$ cat src/rtl/fetch_queue.sv
// fetch_queue: owns the PC, fetches words over imem req/ack into a prefetch FIFO,
// and presents {instruction, PC+4} to decode, honouring stalls and redirects.
module fetch_queue #(
   parameter int          DEPTH    = 4,
   parameter logic [31:0] RESET_PC = 32'h0000_0000
) (
   input  logic        clk,
   input  logic        rst,
   output logic        imem_req,
   output logic [31:0] imem_addr,
   input  logic        imem_ack,
   input  logic [31:0] imem_rdata,
   input  logic        redirect,
   input  logic [31:0] redirect_pc,
   input  logic        stall,
   output logic        if_valid,
   output logic [31:0] if_instr,
   output logic [31:0] if_pc4
);
   localparam int AW = $clog2(DEPTH);
   localparam logic [AW:0] FULL = (AW+1)'(DEPTH);
   typedef enum logic [1:0] {IDLE, REQ, DROP} state_t;
   state_t state;
   logic [31:0] pc, drop_addr;
   logic [AW-1:0] rd, wr;
   logic [AW:0] count, count_pop;
   logic [31:0] instr_mem [DEPTH];
   logic [31:0] pc4_mem [DEPTH];
   logic pop, push;
   assign if_valid  = count != '0;
   assign pop       = if_valid & ~stall & ~redirect;
   assign push      = (state == REQ) & imem_ack & ~redirect;
   assign count_pop = count - (AW+1)'(pop);
   assign imem_req  = state != IDLE;
   // a dropped fetch keeps presenting its original address until the memory answers
   assign imem_addr = (state == DROP) ? drop_addr : pc;
   assign if_instr  = if_valid ? instr_mem[rd] : '0;
   assign if_pc4    = if_valid ? pc4_mem[rd] : '0;
   always_ff @(posedge clk) begin
      if (rst) begin
         state     <= IDLE;
         pc        <= RESET_PC;
         drop_addr <= RESET_PC;
         count     <= '0;
         rd        <= '0;
         wr        <= '0;
      end else begin
         if (redirect) begin
            pc    <= redirect_pc & 32'hFFFF_FFFC;
            count <= '0;
            rd    <= '0;
            wr    <= '0;
         end else begin
            count <= count_pop + (AW+1)'(push);
            if (pop) rd <= rd + 1'b1;
            if (push) begin
               instr_mem[wr] <= imem_rdata;
               pc4_mem[wr]   <= pc + 32'd4;
               wr            <= wr + 1'b1;
               pc            <= pc + 32'd4;
            end
         end
         case (state)
            IDLE: if (!redirect && count_pop < FULL) state <= REQ;
            REQ: begin
               if (redirect) begin
                  state <= imem_ack ? IDLE : DROP;
                  if (!imem_ack) drop_addr <= pc;
               end else if (imem_ack) begin
                  state <= (count_pop + 1'b1 < FULL) ? REQ : IDLE;
               end
            end
            DROP: if (imem_ack) state <= IDLE;
            default: state <= IDLE;
         endcase
      end
   end
endmodule

$ cat config.mk
export PLATFORM = sky130hd
export DESIGN_NAME = fetch_queue
export DESIGN_NICKNAME = d
export VERILOG_FILES = /design/src/rtl/fetch_queue.sv
export SDC_FILE = /design/constraint.sdc
export NUM_CORES = 1
export LEC_CHECK = 0
export BUFFER_PORTS_ARGS = -buffer_cell sky130_fd_sc_hd__clkbuf_2
export CAP_MARGIN = 10
export CORE_ASPECT_RATIO = 1.4
export CORE_MARGIN = 4
export CORE_UTILIZATION = 50
export CTS_CLUSTER_DIAMETER = 50
export DETAILED_ROUTE_END_ITERATION = 10
export PLACE_DENSITY = 0.7
export SKIP_LAST_GASP = 1
export SLEW_MARGIN = 20
export SYNTH_ARGS = -nofsm -noshare
export SYNTH_HDL_FRONTEND = slang
export SYNTH_SLANG_ARGS = --single-unit
$ cat constraint.sdc
create_clock -name clk -period 3.11 [get_ports clk]
set_input_delay 0.4665 -clock clk [delete_from_list [all_inputs] [get_ports clk]]
set_output_delay 0.4665 -clock clk [all_outputs]
set_load 0.02 [all_outputs]
---- Word level (Yosys, flattened, before mapping) ----
Memory sizes are Yosys's and may differ from the RTL's. A register that Yosys moved wholly into a read port is not among the register bits.
Cells that the tools add are included.
W data, S select, Z words.
cells by class
  reductions and logical operators ........ 9
  bitwise operators ....................... 7
  magnitude comparators ................... 2
  $add $sub $neg .......................... 6
  mux-type cells .......................... 20
  eq/ne operators ......................... 5
operators with widths
  cell                     number
  $mux W32                 5
  $add A32 B3 Y32 const B  1
  $mux W2                  9
  $lt A3 B3 Y1 const B     2
  $pmux W2 S3              1
  $reduce_and A3 Y1        2
  $mux W1                  5
  $add A2 B1 Y2 const B    2
  $and A1 B1 Y1            4
  $ne A2 B2 Y1 const B     2
  $reduce_bool A2 Y1       2
  $add A3 B1 Y3            1
  $add A3 B1 Y3 const B    1
  $ne A3 B3 Y1 const B     1
  $not A1 Y1               3
  $reduce_bool A3 Y1       1
  $sub A3 B1 Y3            1
  $eq A2 B1 Y1 const B     1
  $eq A2 B2 Y1 const B     1
  $logic_not A2 Y1         1
  $reduce_or A2 Y1         1
  $logic_and A1 B1 Y1      1
  $logic_not A1 Y1         1
storage, ports and cells
  register bits after elaboration ......... 73
  output and inout bits ................... 98
  memory bits (writable) .................. 256
  logic and storage cells ................. 58
  memories ................................ 2
  input bits .............................. 69
memory list
  memory     words  width  rd ports  clocked after memory_dff  write ports  RTL line  text
  instr_mem  4      32     1         1                         1            27        logic [31:0] instr_mem [DEPTH];
  pc4_mem    4      32     1         1                         1            28        logic [31:0] pc4_mem [DEPTH];

---- Longest topological paths before layout ----
Gate-level depths: netlist of the first run.
  depth after elaboration ................. 10
  mapped depth ............................ 9

---- Worst setup path before layout of the first run ----
Ideal clock, no wire load.
  kind .................................... input port to flip-flop
  start point ............................. in imem_ack
  end point ............................... mem instr_mem[0][0], enable pin
  buffers on the path ..................... 2
  cell stages on the path ................. 4
  arrival time ............................ 2.590 ns
  library setup time ...................... 0.427 ns
  setup slack ............................. 0.093 ns
  required time ........................... 2.683 ns
  cells stage by stage .................... and3b_1 > buf_2 > clkbuf_1 > and3_1
on the way
  word-level cells in the longest chain between the ends .. 6
ends and longest elaborated chain
  what                           RTL line  text
  start: declaration             11        input logic imem_ack,
  $and A1 B1 Y1 (2 in a row)     32        assign push = (state == REQ) & imem_ack & ~redirect;
  $mux W1                        56        if (push) begin
  $mux W1                        48        if (redirect) begin
  $mux W1                        40        if (rst) begin
  $mux W1 (not written as such)  57        instr_mem[wr] <= imem_rdata;
  end: declaration               27
No other way between the ends.

---- Worst setup path in the final report of the first run ----
  start point ............................. reg state[1]
  end point ............................... out imem_addr[5]
on the way
  word-level cells in the longest chain between the ends .. 2
ends and longest elaborated chain
  what                      RTL line  text
  start: declaration        23        state_t state;
  start signal: assignment  67        state <= imem_ack ? IDLE : DROP;
  start signal: assignment  70        state <= (count_pop + 1'b1 < FULL) ? REQ : IDLE;
  $eq A2 B2 Y1              36        assign imem_addr = (state == DROP) ? drop_addr : pc;
  $mux W32                  36
  end: declaration          10        output logic [31:0] imem_addr,
No other way between the ends.

==> results list, run 1 <==
* Result of the run: complete, no violations
* Power per unit of standard cell area: 552 nW/um2
* Largest vdd supply drop: 0.000583 V
- In this run the critical register-to-register path is launched from pc[3].
- Number of failing hold endpoints at the final stage: 0
- Hold repair after CTS inserted 0 buffers.
- Most congested layer reported by global routing: met2
* Cell type with the largest total area after synthesis: sky130_fd_sc_hd__edfxtp_1
* Ys flop type: sky130_fd_sc_hd__edfxtp_1
- Synthesis handed over a netlist of 936 instances.
- In the synthesized netlist the async set-or-reset flop fraction comes to 0.
* Post-layout minimum cycle time: 2.69 ns
- The congestion estimate from routability-driven global placement came to 0.807.
* Average size of a mapped cell: 14.6 um2
* Number of enable flip-flop cells after synthesis: 248
- Of the total synthesized cell area, the portion taken by XOR and XNOR cells is 0.0257.
- Full die area: 30000 um2
- Data on the critical path arrives at its endpoint at 2.22 ns.
* Setup slack after placement: 0.700 ns
- Root buffer selected by CTS: sky130_fd_sc_hd__clkbuf_16
- Sw power: 0.00190 W
* Clock-pin slew on the worst setup and hold paths: 0.06 ns
* Compound-Gate Fraction of Synth Area: 0.0442
* Data required, critical path: 2.64 ns
- Adder-cell share of the synthesized area: 0.00825
- Setup total negative slack on the finished layout was measured at 0 ns.
- Worst setup margin: 0.419 ns
- Switch share: 0.217
- Area share of the leading cell type in the synthesized netlist: 0.546
- Pin placement for this block handled 167 I/O pins.
- Register Area: 8870 um2
- Pins over their slew limit: 0
* Worst stage delay on the critical path: 0.42 ns
- Core Box Area: 26900 um2
* Clock buffers created by TritonCTS: 30
* Crit. Startpoint: state[1]
- Placed wire-length estimate after detailed placement: 17900 um
* Slew of the pin with the lowest slew margin: 0.880 ns
* Netlist cell types: 54
* Simple-Gate Fraction of Synth Area: 0.116
- In the global route stage, met1 resource usage came out at 0.240.
- Share of cell area taken by muxes after synthesis: 0.125
* Clock net sink count: 319
* Tightest slew margin relative to the limit: 0.413
- For this block, the initial DRC count from the detailed router was 369.
* Number of levels in the clock H-tree: 1
* Global-route met2 utilization: 0.337
- Summing over every cut layer, the via total after detailed routing is 8128.
- Via count of the first global-routing pass: 8407
* Seq cells post-synth: 319
- Overall power consumption after layout is estimated at 0.00875 W.
- Cell-by-cell trace of the critical path: nor2b_2 -> buf_4 -> mux2_2 -> clkbuf_2
- Combinational power share: 0.046
* Max-cap check violation count: 0
- Number of gates resized after cts: 0
- The floorplan has 71 rows.
- Leak: 5.56 nW
* Horiz. Die Dim: 148 um
* Crit path max fanout: 30
- After synthesis the cells add up to 13600 um2.
- Max Root-Sink Buffers: 3
* Fraction of the yosys area taken by sequential cells: 0.650
- Number of placed instances, taps included: 1410
* Total global routing overflow: 0
- In the final layout, the multi-input gates occupy 4390 um2.
* Internal power component: 0.00685 W
* Maximum number of pins on one net before global-route repair: 65
* Quantity of I/O buffers inserted on ports: 160
* Area growth, synth to finish: 16.2%
* GRT Resource Usage Total: 0.188
* Detailed-routing iteration count for the pre-antenna-repair pass: 5
- The worst setup path is captured at an output port.
* Net count, final: 1155
* Global-route wire length before repair: 45000 um
* Clock insertion delay at the later pin of the skew report: 0.57 ns
- 0 antenna diodes ended up in the layout.
* Hold crit path type: input pin to register
- Die boundary height: 203 um
* Maximum achievable frequency: 372 MHz
- Part of the power in the clock network: 0.417
- Drt wl/cell: 19.3 um
- TritonCTS clock tree: yes
- Cell family with the largest share of critical-path delay: buffers and inverters
- Ys Warns: 0
- Vias per cell: 5.54
- Most numerous cell in the Yosys netlist: sky130_fd_sc_hd__edfxtp_1
- Routed Wire Length: 28300 um
* Start point of the worst hold path: imem_rdata[20]
- Cell with the largest stage delay on the worst path: sky130_fd_sc_hd__dfxtp_1
- Fin Hold WS: 0.122 ns
- The share of total power dissipated in sequential elements is 0.537.
- Buffer count from post-CTS setup fixing: 0
- Cell Count, Final, Fillers Out: 1466
- After detailed routing, the number of remaining DRC violations is 0.
- By area, the combinational part of the netlist is dominated by multiplexers.
* Worst Path Buf+Inv: 2
* Period Utilization, post-route: 0.865
* Fraction of layout cells with a size suffix above 1: 0.313
* Starting density of the core: 0.507
- Ranked by instance count, the synthesized netlist is headed by sky130_fd_sc_hd__edfxtp_1 (248), sky130_fd_sc_hd__nand2_1 (89), sky130_fd_sc_hd__dfxtp_1 (71), sky130_fd_sc_hd__and2_1 (70), sky130_fd_sc_hd__mux4_2 (62).
- The critical path in this run is classified as register to output port.
* Post-route antenna net violation count: 0
- Number of setup violations in the final report: 0
- For met3 alone, demand over resource in global routing was 0.0247.
- The worst setup path is launched from a register.
- Fill cell total of the finished layout: 2143
- Clock skew on the completed layout was measured at 0.0143 ns.
- Setup repair after global routing left no endpoint under its margin.
* Top area cells in the synthesized netlist: sky130_fd_sc_hd__edfxtp_1 (55%), sky130_fd_sc_hd__dfxtp_1 (10%), sky130_fd_sc_hd__mux4_2 (10%)
* Number of antenna violations at the first check in global routing: 0
## metal layers
layer  routed length (um)  share of wire
met2                14900           0.53
met1                11500           0.41
met3                 1390          0.049
met5                    0              0
met4                  517          0.018
## cell families (layout without fill, tap and decap cells)
group	count (synthesis)	after routing
and+or+nand+nor	293	293
muxes	90	90
buffers and inverters	92	254
adders and majority gates	9	9
DFF	319	319
other	1	4
AOI/OAI and AO/OA	92	92
xor gates and xnor gates	40	40
## flip-flops by register name (all words and copies together) (netlist names), named ones only
register,count
instr_mem,128
pc4_mem,120
drop_addr,30
pc,30
count,3
rd,2
state,2
wr,2
## final timing paths
| path | end | slack [ns] | cells after the start |
|---|---|---|---|
| max | imem_addr[5] | 0.42 | 4 |
| min | instr_mem[0][20] | 0.12 | 1 |
| max reg2reg | pc4_mem[3][28] | 0.75 | 6 |
| min reg2reg | drop_addr[27] | 0.45 | 2 |
## power by group through the flow
stage	Combinational (W)	Sequential [W]	Clock [W]
global placement	0.000399	0.00479	0
detailed placement	0.000409	0.00479	0
floorplan	0.000284	0.00475	0
finish	0.000405	0.00470	0.00365
global route	0.000446	0.00470	0.00391
CTS	0.000411	0.00470	0.00373
## per-stage QoR
stage	util	cell area (um2)
2_1_floorplan	-	13700
3_3_place_gp	0.552	14900
3_5_place_dp	0.552	14900
4_1_cts	0.589	15900
5_1_grt	0.589	15900
6_report	0.589	15900
## final cells by class
class,count,share of cell area
inverter,12,0.00284
timing repair buffer,186,0.0691
clock inverter,21,0.0134
multi-input combinational,528,0.277
clock buffer,35,0.0492
sequential,319,0.560
tap,365,0.0288
## cell usage in the layout (no fill, tap or decap), types with 8 or more instances in the layout
cell / count
sky130_fd_sc_hd__nand2_1: 89
sky130_fd_sc_hd__mux4_2: 62
sky130_fd_sc_hd__nor2_1: 39
sky130_fd_sc_hd__a211oi_1: 9
sky130_fd_sc_hd__and4_1: 8
sky130_fd_sc_hd__o21ai_0: 9
sky130_fd_sc_hd__and3_1: 9
sky130_fd_sc_hd__dfxtp_1: 69
sky130_fd_sc_hd__nand3_1: 15
sky130_fd_sc_hd__nor3_1: 8
sky130_fd_sc_hd__xor2_1: 17
sky130_fd_sc_hd__edfxtp_1: 248
sky130_fd_sc_hd__buf_4: 18
sky130_fd_sc_hd__nand4_1: 12
sky130_fd_sc_hd__and2_1: 70
sky130_fd_sc_hd__a21oi_1: 37
sky130_fd_sc_hd__clkbuf_16: 30
sky130_fd_sc_hd__clkbuf_2: 160
sky130_fd_sc_hd__ha_1: 9
sky130_fd_sc_hd__inv_1: 12
sky130_fd_sc_hd__xnor2_1: 23
sky130_fd_sc_hd__a311oi_1: 13
sky130_fd_sc_hd__mux2_2: 28
sky130_fd_sc_hd__buf_12: 8
(Power assumes the default switching activity.)
==> inputs of run 2 (changes only) <==
--- a/config.mk
+++ b/config.mk
@@ -8,7 +8,7 @@
 export BUFFER_PORTS_ARGS = -buffer_cell sky130_fd_sc_hd__clkbuf_2
 export CAP_MARGIN = 10
 export CORE_ASPECT_RATIO = 1.4
-export CORE_MARGIN = 4
+export CORE_MARGIN = 2
 export CORE_UTILIZATION = 50
 export CTS_CLUSTER_DIAMETER = 50
 export DETAILED_ROUTE_END_ITERATION = 10
==> run 2 against run 1 <==
Non-clock buffer count did not move. Global-route usage rose by 0.68 points. Via count fell by 0.79%. Combinational power down 2%. Cell count shrank 0.14%. Critical path depth did not move. Core utilization grew 0.20 points. Largest cell class unchanged. Highest routed layer unchanged.
==> results list, run 2 (synthesis results as in run 1) <==
- Result of the run: complete, no violations
- The highest cell delay on the worst timing path was 0.61 ns (+0.19 ns).
- In this run the critical register-to-register path is captured at pc4_mem[3][27].
* Registers with the most flip-flops: instr_mem: 128 flops, pc4_mem: 120 flops
- Data required, critical path: 2.64 ns (about the same)
* Post-placement cell area: 14900 um2 (unchanged)
* Skew final: 0.00882 ns (-0.00552 ns)
- The number of violations reported at the end of detailed-routing iteration 0 was 410 (+11%).
* Max Root-Sink Buffers: 3 (unchanged)
- Crit path max fanout: 28 (-6.7%)
- Hold crit path type: input pin to register
* Cell depth of the worst hold path: 1 (unchanged)
- Post-route antenna net violation count: 0 (unchanged)
* Clock-pin slew on the worst setup and hold paths: 0.06 ns (about the same)
- Net count, final: 1155 (unchanged)
* Unrepaired setup endpoints after global routing: false
* Placer Congestion: 0.842 (+4.3%)
- The count of pins over their slew limit came to 0 (unchanged).
- Maximum achievable frequency: 355 MHz (-4.5%)
- The horizontal extent of the die was 144 um (-2.7%).
* Largest vdd supply drop: 0.000421 V (-28%)
- The HPWL reported at the end of detailed placement was 17400 um (-2.3%).
- Number of flip-flops in the largest register: 128 (unchanged)
- Starting density of the core: 0.509 (+0.00168)
- The fraction of final layout cells with drive strength greater than 1 was 0.312 (-0.00125).
- The total wire length was 27800 um (-1.8%).
- The worst hold path begins at imem_rdata[22].
- The largest net degree at the start of global routing came to 65 (unchanged).
- The number of port buffers was 160 (unchanged).
- Clock buffers created by TritonCTS: 30 (unchanged)
- Critical register-to-register path startpoint: pc[10]
- Among all stages on the critical path, the largest delay is contributed by sky130_fd_sc_hd__dfxtp_4.
- Ant diodes: 0 (unchanged)
* IO Count: 167 (unchanged)
- Clock insertion delay at the later pin of the skew report: 0.54 ns (-0.03 ns)
* Commonest cells after routing, fill and taps aside: sky130_fd_sc_hd__edfxtp_1 (248), sky130_fd_sc_hd__clkbuf_2 (160), sky130_fd_sc_hd__nand2_1 (89)
- The total placed cells including tap cells came to 1410 (unchanged).
- Detailed-routing iteration count for the pre-antenna-repair pass: 5 (unchanged)
- Core Box Area: 26800 um2 (-0.33%)
* Crit start category: register
- Global-route wire length before repair: 43300 um (-3.8%)
- Post-route design area: 15900 um2 (unchanged)
- Drt wl/cell: 19.0 um (-1.6%)
- Number of standard-cell rows in the floorplan: 71 (unchanged)
- The arrival time at the worst endpoint came to 2.35 ns (+0.13 ns).
* Leak: 5.57 nW (+0.16%)
- The vias per cell was 5.51 (-0.65%).
- The total clock sinks was 319 (unchanged).
- Power per unit of standard cell area: 550 nW/um2 (-0.27%)
- Critical Path Sink Type: output port
* Fill cell total of the finished layout: 2188 (+2.1%)
- Period Utilization, post-route: 0.906 (+0.0406)
* Via count of the first global-routing pass: 8039 (-4.4%)
- TritonCTS built the clock tree.
- Commonest non-fill, non-tap cell in the layout: sky130_fd_sc_hd__edfxtp_1
* GRT Resource Usage Total: 0.195 (+0.00682)
- Slew of the pin with the lowest slew margin: 0.905 ns (+0.0251 ns)
- Die boundary height: 199 um (-2.0%)
* Cell-by-cell trace of the critical path: buf_12 -> mux4_2 -> and2_1 -> clkbuf_2
- The H-tree depth reported by CTS was 1 (unchanged).
* Cell Count, Final, Fillers Out: 1464 (-0.14%)
- Tightest slew margin relative to the limit: 0.397 (-0.0167)
- The number of antenna violations at the first check in global routing came to 0 (unchanged).
- Residual DRC: 0 (unchanged)
- Hold endpoint: instr_mem[3][22]
- The critical path in this run is classified as register to output port.
- The number of gates resized after cts is 0 (unchanged).
- The number of maximum-capacitance violations came to 0 (unchanged).
* Buffer count from post-CTS setup fixing: 0 (unchanged)
- The overflow left after global routing is 0 (unchanged).
- Number of cell instances on the worst register-to-register path: 4 (-2)
- The total negative setup slack came to 0 ns (unchanged).
* Cell family with the largest share of critical-path delay: flip-flops
* Biggest register: instr_mem
- Setup slack on the worst flop-to-flop path: 0.75 ns (about the same)
- The final hold violation count came to 0 (unchanged).
- The die area is 28600 um2 (-4.6%).
- Root buffer selected by CTS: sky130_fd_sc_hd__clkbuf_16
* Worst Path Buf+Inv: 2 (unchanged)
* Post-layout minimum cycle time: 2.82 ns (+0.126 ns)
- The number of hold-repair buffers added at the cts stage is 0 (unchanged).
- The synthesis-to-finish area growth was 16.2% (unchanged).
- Vias after detailed routing: 8064 (-0.79%)
* Number of setup violations in the final report: 0 (unchanged)
==> run 2: cell types whose count changed in the layout (fill, tap and decap cells not counted), sizes merged <==
| cell | change |
|---|---|
| clkinv | -7 |
| clkinvlp | -2 |
| clkbuf | +5 |
| bufinv | -1 |
| inv | +3 |
==> run 2: worst register-to-register path, cell delays in order, from the launching register on <==
cell and delay (ns):
sky130_fd_sc_hd__dfxtp_1 0.51, sky130_fd_sc_hd__and4_1 0.49, sky130_fd_sc_hd__nand4_2 0.33, sky130_fd_sc_hd__or3_1 0.44
sky130_fd_sc_hd__xnor2_1 0.35
==> run 2: area by class of cell <==
cell class	instances	area, um2	area share
Clock buffer	40	860	0.0542
Timing Repair Buffer	186	1100	0.0691
Multi-Input combinational cell	528	4390	0.277
Tap cell	365	457	0.0288
Clock inverter	14	133	0.00836
Sequential cell	319	8870	0.560
Inverter	12	45.0	0.00284
==> run 2: metrics by stage <==
stage,power (W),setup WS (ns),hold WS (ns),util
floorplan,0.00504,0.0934,0.433,-
global placement,0.00518,0.742,0.438,0.554
detailed placement,0.00520,0.658,0.443,0.554
CTS,0.00882,0.207,0.111,0.591
global route,0.00903,0.120,0.121,0.591
finish,0.00873,0.292,0.143,0.591
==> run 2: per-layer routing <==
layer	up-vias	global-route usage	share of wire
li1	3810	-	-
met1	4015	0.255	0.42
met2	203	0.346	0.52
met3	36	0.0249	0.045
met4	0	0.0461	0.018
met5	-	0	0
==> run 2: worst max-delay path by stage <==
| stage | endpoint | from | cells after the start |
|---|---|---|---|
| floorplan | instr_mem[0][0] | imem_ack | 4 |
| global placement | pc[21] | imem_ack | 5 |
| detailed placement | pc[17] | imem_ack | 5 |
| CTS | if_pc4[3] | register | 4 |
| global route | if_pc4[2] | register | 4 |
| finish | if_pc4[3] | register | 4 |
==> run 2: where the power goes <==
group	total (W)	internal (W)	switching [W]
combinational	0.000398	0.000153	0.000245
clock	0.00362	0.00210	0.00152
sequential	0.00470	0.00464	0.0000672
total	0.00873	0.00689	0.00183
